[config.mk]
export PLATFORM = sky130hd
export DESIGN_NAME = rtc_bus_writer
export DESIGN_NICKNAME = d
export VERILOG_FILES = /design/src/rtl/rtc_bus_pkg.sv /design/src/rtl/bin2bcd_sat8.sv /design/src/rtl/rtc_bus_writer.sv
export SDC_FILE = /design/constraint.sdc
export NUM_CORES = 1
export LEC_CHECK = 0
export ABC_CLOCK_PERIOD_IN_PS = 4600
export BUFFER_PORTS_ARGS = -buffer_cell sky130_fd_sc_hd__buf_2
export CAP_MARGIN = 20
export CORE_MARGIN = 4
export CORE_UTILIZATION = 55
export CTS_BUF_LIST = sky130_fd_sc_hd__clkbuf_2
export DETAILED_ROUTE_END_ITERATION = 10
export HOLD_SLACK_MARGIN = 0.05
export MAX_ROUTING_LAYER = met4
export PLACE_DENSITY = 0.79
export SYNTH_ARGS = -nofsm -noshare
export SYNTH_HDL_FRONTEND = slang
export SYNTH_SLANG_ARGS = --single-unit
[constraint.sdc]
create_clock -name i_clk -period 4.6 [get_ports i_clk]
set_input_delay 0.92 -clock i_clk [delete_from_list [all_inputs] [get_ports i_clk]]
set_output_delay 0.92 -clock i_clk [all_outputs]
set_load 0.005 [all_outputs]
[src/rtl/rtc_bus_pkg.sv]
// Shared constants for the RTC parallel-bus writer: register map, state encoding, field snapshot layout.
package rtc_bus_pkg;

  localparam logic [7:0] ADDR_MIN        = 8'h22;
  localparam logic [7:0] ADDR_HORA       = 8'h23;
  localparam logic [7:0] ADDR_DIA        = 8'h24;
  localparam logic [7:0] ADDR_MES        = 8'h25;
  localparam logic [7:0] ADDR_YEAR       = 8'h26;
  localparam logic [7:0] ADDR_MIN_TIMER  = 8'h42;
  localparam logic [7:0] ADDR_HORA_TIMER = 8'h43;
  localparam logic [7:0] ADDR_CMD        = 8'hF1;

  localparam int NUM_XFER = 8;

  localparam logic [3:0] ST_IDLE     = 4'd0;
  localparam logic [3:0] ST_A_SETUP  = 4'd1;
  localparam logic [3:0] ST_A_STROBE = 4'd2;
  localparam logic [3:0] ST_A_HOLD   = 4'd3;
  localparam logic [3:0] ST_A_GAP    = 4'd4;
  localparam logic [3:0] ST_D_SETUP  = 4'd5;
  localparam logic [3:0] ST_D_STROBE = 4'd6;
  localparam logic [3:0] ST_D_HOLD   = 4'd7;
  localparam logic [3:0] ST_D_GAP    = 4'd8;
  localparam logic [3:0] ST_FINISH   = 4'd9;

  typedef enum logic [3:0] {
    S_IDLE     = ST_IDLE,
    S_A_SETUP  = ST_A_SETUP,
    S_A_STROBE = ST_A_STROBE,
    S_A_HOLD   = ST_A_HOLD,
    S_A_GAP    = ST_A_GAP,
    S_D_SETUP  = ST_D_SETUP,
    S_D_STROBE = ST_D_STROBE,
    S_D_HOLD   = ST_D_HOLD,
    S_D_GAP    = ST_D_GAP,
    S_FINISH   = ST_FINISH
  } state_t;

  typedef struct packed {
    logic [7:0] min_v;
    logic [7:0] hora;
    logic [7:0] dia;
    logic [7:0] mes;
    logic [7:0] year;
    logic [7:0] min_timer;
    logic [7:0] hora_timer;
  } fields_t;

  // Register address for each transfer slot, in bus write order.
  function automatic logic [7:0] xfer_addr(input logic [2:0] idx);
    logic [7:0] a;
    case (idx)
      3'd0:    a = ADDR_MIN;
      3'd1:    a = ADDR_HORA;
      3'd2:    a = ADDR_DIA;
      3'd3:    a = ADDR_MES;
      3'd4:    a = ADDR_YEAR;
      3'd5:    a = ADDR_MIN_TIMER;
      3'd6:    a = ADDR_HORA_TIMER;
      default: a = ADDR_CMD;
    endcase
    return a;
  endfunction

endpackage

[src/rtl/bin2bcd_sat8.sv]
// Combinational 8-bit binary to packed two-digit BCD; inputs above 99 saturate to 8'h99.
module bin2bcd_sat8 (
  input  logic [7:0] i_bin,
  output logic [7:0] o_bcd
);

  logic [3:0] w_tens;
  logic [3:0] w_ones;

  assign w_tens = 4'(i_bin / 8'd10);
  assign w_ones = 4'(i_bin % 8'd10);
  assign o_bcd  = (i_bin > 8'd99) ? 8'h99 : {w_tens, w_ones};

endmodule

[src/rtl/rtc_bus_writer.sv]
// Writes 7 snapshotted date/time fields (as BCD) plus a transfer command to the RTC over its muxed A/D bus.
// Sequence takes 16 phases of T_SU+T_PW+T_H+1 cycles; start is ignored while a sequence runs.
module rtc_bus_writer
  import rtc_bus_pkg::*;
#(
  parameter int unsigned T_SU     = 2,
  parameter int unsigned T_PW     = 4,
  parameter int unsigned T_H      = 2,
  parameter logic [7:0]  CMD_DATA = 8'h00
) (
  input  logic       i_clk,
  input  logic       i_reset,
  input  logic       i_start,
  input  logic [7:0] i_dia,
  input  logic [7:0] i_mes,
  input  logic [7:0] i_year,
  input  logic [7:0] i_hora,
  input  logic [7:0] i_min,
  input  logic [7:0] i_hora_timer,
  input  logic [7:0] i_min_timer,
  output logic [7:0] o_ad_out,
  output logic       o_ad_oe,
  output logic       o_ad_sel,
  output logic       o_cs_n,
  output logic       o_wr_n,
  output logic       o_rd_n,
  output logic       o_busy,
  output logic       o_done
);

  localparam logic [3:0] LD_SU = 4'(T_SU - 1);
  localparam logic [3:0] LD_PW = 4'(T_PW - 1);
  localparam logic [3:0] LD_H  = 4'(T_H - 1);

  state_t     r_state, w_nxt;
  logic [3:0] r_cnt, w_cnt_nxt;
  logic [2:0] r_idx, w_idx_nxt;
  fields_t    r_snap;
  logic [7:0] r_ad_out;
  logic       r_ad_sel;
  logic [7:0] w_bin, w_bcd, w_data;

  always_comb begin
    w_bin = 8'h00;
    case (r_idx)
      3'd0:    w_bin = r_snap.min_v;
      3'd1:    w_bin = r_snap.hora;
      3'd2:    w_bin = r_snap.dia;
      3'd3:    w_bin = r_snap.mes;
      3'd4:    w_bin = r_snap.year;
      3'd5:    w_bin = r_snap.min_timer;
      3'd6:    w_bin = r_snap.hora_timer;
      default: w_bin = 8'h00;
    endcase
  end

  bin2bcd_sat8 u_bcd (
    .i_bin(w_bin),
    .o_bcd(w_bcd)
  );

  assign w_data = (r_idx == 3'(NUM_XFER - 1)) ? CMD_DATA : w_bcd;

  always_comb begin
    w_nxt     = r_state;
    w_cnt_nxt = r_cnt;
    w_idx_nxt = r_idx;
    case (r_state)
      S_IDLE: if (i_start) begin
        w_nxt     = S_A_SETUP;
        w_cnt_nxt = LD_SU;
        w_idx_nxt = 3'd0;
      end
      S_A_SETUP, S_D_SETUP: if (r_cnt == 4'd0) begin
        w_nxt     = (r_state == S_A_SETUP) ? S_A_STROBE : S_D_STROBE;
        w_cnt_nxt = LD_PW;
      end else w_cnt_nxt = r_cnt - 4'd1;
      S_A_STROBE, S_D_STROBE: if (r_cnt == 4'd0) begin
        w_nxt     = (r_state == S_A_STROBE) ? S_A_HOLD : S_D_HOLD;
        w_cnt_nxt = LD_H;
      end else w_cnt_nxt = r_cnt - 4'd1;
      S_A_HOLD, S_D_HOLD: if (r_cnt == 4'd0) begin
        w_nxt = (r_state == S_A_HOLD) ? S_A_GAP : S_D_GAP;
      end else w_cnt_nxt = r_cnt - 4'd1;
      S_A_GAP: begin
        w_nxt     = S_D_SETUP;
        w_cnt_nxt = LD_SU;
      end
      S_D_GAP: if (r_idx == 3'(NUM_XFER - 1)) begin
        w_nxt = S_FINISH;
      end else begin
        w_nxt     = S_A_SETUP;
        w_cnt_nxt = LD_SU;
        w_idx_nxt = r_idx + 3'd1;
      end
      default: w_nxt = S_IDLE;
    endcase
  end

  // Bus value is only reloaded on entry to a SETUP state, so it never moves under an active strobe.
  always_ff @(posedge i_clk) begin
    if (i_reset) begin
      r_state  <= S_IDLE;
      r_cnt    <= 4'd0;
      r_idx    <= 3'd0;
      r_snap   <= '0;
      r_ad_out <= 8'h00;
      r_ad_sel <= 1'b1;
    end else begin
      r_state <= w_nxt;
      r_cnt   <= w_cnt_nxt;
      r_idx   <= w_idx_nxt;
      if (r_state == S_IDLE && i_start)
        r_snap <= '{min_v: i_min, hora: i_hora, dia: i_dia, mes: i_mes, year: i_year,
                    min_timer: i_min_timer, hora_timer: i_hora_timer};
      if (w_nxt == S_A_SETUP && r_state != S_A_SETUP) begin
        r_ad_out <= xfer_addr(w_idx_nxt);
        r_ad_sel <= 1'b0;
      end else if (r_state == S_A_GAP) begin
        r_ad_out <= w_data;
        r_ad_sel <= 1'b1;
      end
    end
  end

  always_comb begin
    o_cs_n  = 1'b1;
    o_wr_n  = 1'b1;
    o_ad_oe = 1'b0;
    o_busy  = 1'b1;
    o_done  = 1'b0;
    case (r_state)
      S_IDLE:   o_busy = 1'b0;
      S_FINISH: begin
        o_busy = 1'b0;
        o_done = 1'b1;
      end
      S_A_SETUP, S_A_HOLD, S_D_SETUP, S_D_HOLD: begin
        o_cs_n  = 1'b0;
        o_ad_oe = 1'b1;
      end
      S_A_STROBE, S_D_STROBE: begin
        o_cs_n  = 1'b0;
        o_ad_oe = 1'b1;
        o_wr_n  = 1'b0;
      end
      default: ;
    endcase
  end

  assign o_ad_out = r_ad_out;
  assign o_ad_sel = r_ad_sel;
  assign o_rd_n   = 1'b1;

endmodule

Yosys cells after proc, flatten, opt, wreduce, memory -nomap -nowiden --
Index checks and enable logic that the tools add are counted.
Word-level totals: register bits after elaboration 76, bits of input ports 59, output and inout port bits 15, word-level logic and storage cells 89
Cells by class: add/subtract/negate cells 2, divide/modulo/power cells 2, magnitude comparators 1, eq/ne operators 27, multiplexer cells 31, reductions and logical operators 14
Operators by type and width (number):
- 8-bit case mux with 7 select lines | 2
- 4-bit case mux with 6 select lines | 2
- 4-bit 2-to-1 mux | 11
- 8-bit 2-to-1 mux | 4
- 3-bit equality test, second input constant | 7
- 4-bit by 3-bit equality test with 1-bit output, second input constant | 4
- 3-bit by 2-bit equality test with 1-bit output, second input constant | 4
- 3-bit 2-to-1 mux | 4
- 8-bit by 4-bit divider with 8-bit output, second input constant | 1
- 4-bit by 1-bit equality test with 1-bit output, second input constant | 2
- 4-bit by 2-bit equality test with 1-bit output, second input constant | 2
- 4-bit equality test, second input constant | 2
- 8-bit by 7-bit > comparator with 1-bit output, second input constant | 1
- 4-bit logical NOT | 2
- 8-bit by 4-bit modulo with 8-bit output, second input constant | 1
- 2-bit OR reduction | 4
- 1-bit 2-to-1 mux | 7
- 3-bit by 1-bit equality test with 1-bit output, second input constant | 2
- 3-bit logical NOT | 2
- 2-bit != test, second input constant | 3
- 3-bit case mux with 2 select lines | 1
- 6-bit nonzero test | 1
- 6-bit OR reduction | 1
- 4-bit by 1-bit != test with 1-bit output, second input constant | 1
- other kinds (5) | 6

Logic depth before layout (Yosys ltp) --
word-level depth 7, mapped depth 16, gate-level depth less buffers 13

Hierarchy --
From an unflattened synthesis, not the netlist that was laid out.
Second synthesis, totals: cells, all modules 563, area total of the unflattened synthesis 4227.8 um^2
By module, submodules not included:
- rtc_bus_writer | instances 1, cells an instance 449, area an instance 3497.1 um^2, sequential area each 1521.5 um^2
- bin2bcd_sat8 | instances 1, cells an instance 114, area an instance 730.7 um^2, sequential area each 0.0 um^2

Worst setup path before layout --
OpenSTA, ideal clock, no wires.
path type flip-flop to flip-flop, start register r_idx[0], end register r_ad_out[3] (netlist: o_ad_out[3]), setup time 0.103 ns, data arrival time 3.305 ns, required time 4.497 ns, slack 1.192 ns, cell stages (with the launch flop) 16, buffers on the path 2, period minus slack after synthesis 3.408 ns, cell sequence dfxtp_1 -> inv_1 -> ha_1 -> buf_2 -> a222oi_1 -> nand2_1 -> nand2_1 -> clkbuf_1 -> nand3_1 -> a21boi_0 -> o2111ai_1 -> a21oi_1 -> ha_1 -> a2111o_1 -> xnor2_1 -> a2111oi_2
On the way: word-level cells in the longest chain between the ends 7, elaborated cells between the ends (all ways) 20, those cells by class div (1); order compare (1); eq/ne (8); mux (7); reduce/logical (3)
Ends and longest elaborated chain:
- start: declaration | RTL line rtc_bus_writer.sv:37 | logic [2:0] r_idx, w_idx_nxt;
- start signal: assignment | RTL line rtc_bus_writer.sv:112 | r_idx <= w_idx_nxt;
- 3-bit equality test, or another cell as far along | RTL line rtc_bus_writer.sv:45 | case (r_idx)
- 8-bit case mux with 7 select lines | RTL line rtc_bus_writer.sv:45
- 8-bit by 4-bit modulo with 8-bit output or 8-bit by 7-bit > comparator with 1-bit output (tied branches) | RTL line bin2bcd_sat8.sv:11, bin2bcd_sat8.sv:12
- 8-bit 2-to-1 mux | RTL line bin2bcd_sat8.sv:12 | assign o_bcd = (i_bin > 8'd99) ? 8'h99 : {w_tens, w_ones};
- 8-bit 2-to-1 mux | RTL line rtc_bus_writer.sv:62 | assign w_data = (r_idx == 3'(NUM_XFER - 1)) ? CMD_DATA : w_bcd;
- 8-bit 2-to-1 mux | RTL line rtc_bus_writer.sv:119 | end else if (r_state == S_A_GAP) begin
- 8-bit 2-to-1 mux | RTL line rtc_bus_writer.sv:116 | if (w_nxt == S_A_SETUP && r_state != S_A_SETUP) begin
- end signal: assignment | RTL line rtc_bus_writer.sv:117 | r_ad_out <= xfer_addr(w_idx_nxt);
- end signal: assignment | RTL line rtc_bus_writer.sv:120 | r_ad_out <= w_data;
- end: declaration | RTL line rtc_bus_writer.sv:39 | logic [7:0] r_ad_out;
Parallel ways exist; a longest one is shown, timed or not. The select of a mux whose other input is x is not followed. A chain may end at the register's enable or synchronous reset.

Final worst setup path --
Ends and elaborated chain as after synthesis.

==> impl_results.md <==
- Top cell type's share of synthesized area: 36.0%
- Num ports: 74
- YS warnings: 0
- Clock share of power: 14.5%
- RSZ-0062 raised after global routing: no
- # rows: 31
- Clock buffer depth: 2
- Initial Utilization: 57.4%
- Register bit total from synthesis: 76
- Post-CTS setup buffer count: 0
- Fin crit share: 87.3%
- Synthesized area per cell: 7.62 sq um
- Antenna violations before repair: 0
- Vias: 4181
- Clock root buffer: clkbuf_2
- Critical Path RT: 5.04 ns
- Avg WL per Cell: 15.9 microns
- Lkg Pwr: 0.00178 uW
- Clock buffer count from CTS: 9
- Detailed Place HPWL: 8000 microns
- Cell mode on critical path: ha_1
- Tot GR Track Use: 25.6%
- Drt pass-1 iters: 5
- WL final: 11100 microns
- Post-Syn Instances: 555
- Hold crit path type: register to register
- Gpl congestion: 0.921
- Drc violations: 0
- Fmax: 249 MHz
- Asr flop ratio synth: 0%
- Crit path largest cell delay: 0.53 ns
- Synth unique cells: 75
- Critical Path Fanout Max: 15
- Core area: 7370 sq um
- Xor/xnor share of the synthesized area: 1.04%
- Crit end category: register
- Clock skew: 0.0132 ns
- Layout cells sized above 1: 19.5%
- Diode count: 0
- Remaining global-route overflow: 0
- Comb power frac: 43.3%
- Status: completed
- Drt first-iter violations: 248
- Mux share of post-synthesis cell area: 0.947%
- Sw Pwr: 900 uW
- Setup crit start kind: register
- Critical path arrival: 4.45 ns
- Post-layout min period: 4.02 ns
- Register area share after synthesis: 36.0%
- Largest family of logic cells by synthesized area: compound AO/OA/AOI/OAI gates
- EDFF count, synth: 0
- Post-synthesis adder-cell area fraction: 1.78%
- Clk sinks: 76
- Inst Count DP: 682
- Internal power: 1210 uW
- PostCTS Resize Cnt: 0
- Largest area contributor in the netlist: dfxtp_1
- Crit-path leading delay family: compound AO/OA/AOI/OAI gates
- Finished Layout Cells: 699
- Final setup vio count: 0
- Synthesized Nets: 620
- Worst-path cell chain: inv_1 -> ha_1 -> a222oi_1 -> and2_1 -> or2_1 -> nand3_1 -> a21boi_0 -> o2111ai_1 -> a21oi_1 -> ha_1 -> a2111o_1 -> xnor2_1 -> a2111oi_2
- Post-route ant nets: 0
- Full die area: 9150 sq um
- Clock transition at path regs: 0.21 ns
- IO Port Bufs: 72
- Synth Flop Type: dfxtp_1
- Die H: 95.7 microns
- Switching Share: 42.7%
- Vias in the first global route: 3769
- Max cap viols: 0
- Final Max Slew Viols: 0
- Die width: 95.7 microns
- Setup TNS: 0 ns
- CP Class: register to register
- First-pass GRT wire length: 17900 microns
- WP buf/inv: 1
- Layout net count: 660
- Max-slew headroom: 34.4%
- Compound-gate portion of the synthesized area: 29.0%
- Largest net degree at the start of global routing: 68
- Tightest Pin Transition: 0.984 ns
- Simple-gate portion of the synthesized area: 24.8%
- Sequential Power Share: 42.2%
- PD cells: 458 nW/um^2
- Filler cell count: 719
- TritonCTS clock tree: yes
- Netlist Area Pre-Place: 4230 sq um
- Post-CTS Hold Fix Bufs: 0
- Worst skew pair latency: 0.51 ns
- Maximum vdd drop: 0.224 mV
- Final Hold Viols: 0
- H-tree levels: 3
- Vias per Instance: 5.98
- Synth area leaders: dfxtp_1 (36%), nand2_1 (13%), a21oi_1 (9.5%), nor2_1 (2.5%), clkbuf_1 (2.3%)
- Crit path max-delay cell type: dfxtp_1
- Area Growth Syn to Fin: 8.79%
-- cells in the final DEF (no fill, tap or decap), drive strengths merged, types with 4 or more instances in the layout --
master and count:
nand2 142, a21oi 80, dfxtp 76, buf 75
nor2 29, nor3 22, o21ai 21, a22oi 12
nand3 11, clkbuf 9, inv 9, a22o 7
a211oi 7, ha 6, a222oi 5, a31oi 5
and2 5, clkinv 5, a221oi 4, and3 4
-- cell usage after synthesis, types with 3 or more instances --
cell type / n
ha_1: 6
a31oi_1: 5
buf_6: 6
a22o_1: 7
o21ai_0: 18
nor3_2: 5
o21ai_1: 3
inv_1: 8
a21oi_1: 80
a22oi_1: 11
buf_4: 4
nor3_1: 17
buf_1: 3
xnor2_1: 3
nand2_1: 142
clkbuf_1: 26
a222oi_1: 5
a221oi_1: 3
nand3_1: 11
a21o_1: 3
and2_1: 4
dfxtp_1: 76
nor2_1: 28
buf_2: 7
a211oi_1: 6
and3_1: 3
nor4_1: 3
nand3b_1: 3
-- power groups by stage --
stage	sequential, uW	clock [uW]	combinational, uW
finish	889	306	911
global route	902	343	1020
CTS	885	314	894
detailed placement	900	0	891
global placement	897	0	872
floorplan	855	0	714
-- registers in the layout, summed over array words and instances (netlist names) --
register,flops
r_snap,56
o_ad_out,8
r_cnt,4
r_state,4
r_idx,3
o_ad_sel,1
-- cell type report --
cell class	count	area [sq um]	share of cell area, %
Clock inverter	7	41.3	0.898
Sequential cell	76	1520	33.1
Multi-Input combinational cell	425	2440	53.1
Clock buffer	9	45.0	0.979
Tap cell	99	124	2.69
Timing Repair Buffer	75	395	8.60
Inverter	8	30.0	0.653
-- layer usage --
layer | share of wire (%) | up-vias | global-route usage, %
li1 | - | 2051 | -
met1 | 45 | 1952 | 33.6
met2 | 47 | 153 | 39.1
met3 | 6.2 | 25 | 5.05
met4 | 2.1 | 0 | 9.12
met5 | 0 | - | -
-- worst paths after layout --
check | start | end | slack [ns] | depth (start not counted)
worst max-delay path | r_idx[0]$_SDFF_PP0_ | o_ad_out[3]$_SDFFE_PP0P_ | 0.58 | 13
worst min-delay path | r_snap[52]$_SDFFE_PP0P_ | r_snap[52]$_SDFFE_PP0P_ | 0.48 | 2
worst max register to register | r_idx[0]$_SDFF_PP0_ | o_ad_out[3]$_SDFFE_PP0P_ | 0.58 | 13
worst min register to register | r_snap[52]$_SDFFE_PP0P_ | r_snap[52]$_SDFFE_PP0P_ | 0.48 | 2
-- metrics by stage --
step | total power, uW | utilization, % | instance area (sq um) | hold WS (ns) | setup WS (ns)
after global placement | 1770 | 61.0 | 4490 | 0.445 | 0.860
after detailed placement | 1790 | 61.0 | 4490 | 0.453 | 0.658
final | 2110 | 62.4 | 4600 | 0.478 | 0.583
after CTS | 2090 | 62.1 | 4580 | 0.477 | 0.580
after global routing | 2260 | 62.4 | 4600 | 0.492 | 0.224
after floorplan | 1570 | - | 4230 | 0.435 | 1.19
-- worst reg2reg max path: stages, from the launching register on --
cell	delay, ns
dfxtp_1	0.53
inv_1	0.14
ha_1	0.42
a222oi_1	0.36
and2_1	0.24
or2_1	0.50
nand3_1	0.17
a21boi_0	0.16
o2111ai_1	0.20
a21oi_1	0.14
ha_1	0.20
a2111o_1	0.39
xnor2_1	0.15
a2111oi_2	0.35
-- logic make-up after synthesis --
logic type	count (synthesis)
xor gates and xnor gates	5
AOI/OAI and AO/OA	176
and+or+nand+nor	234
adders and majority gates	6
DFF	76
muxes	3
other	1
buffers and inverters	54
(Power assumes the default switching activity.)
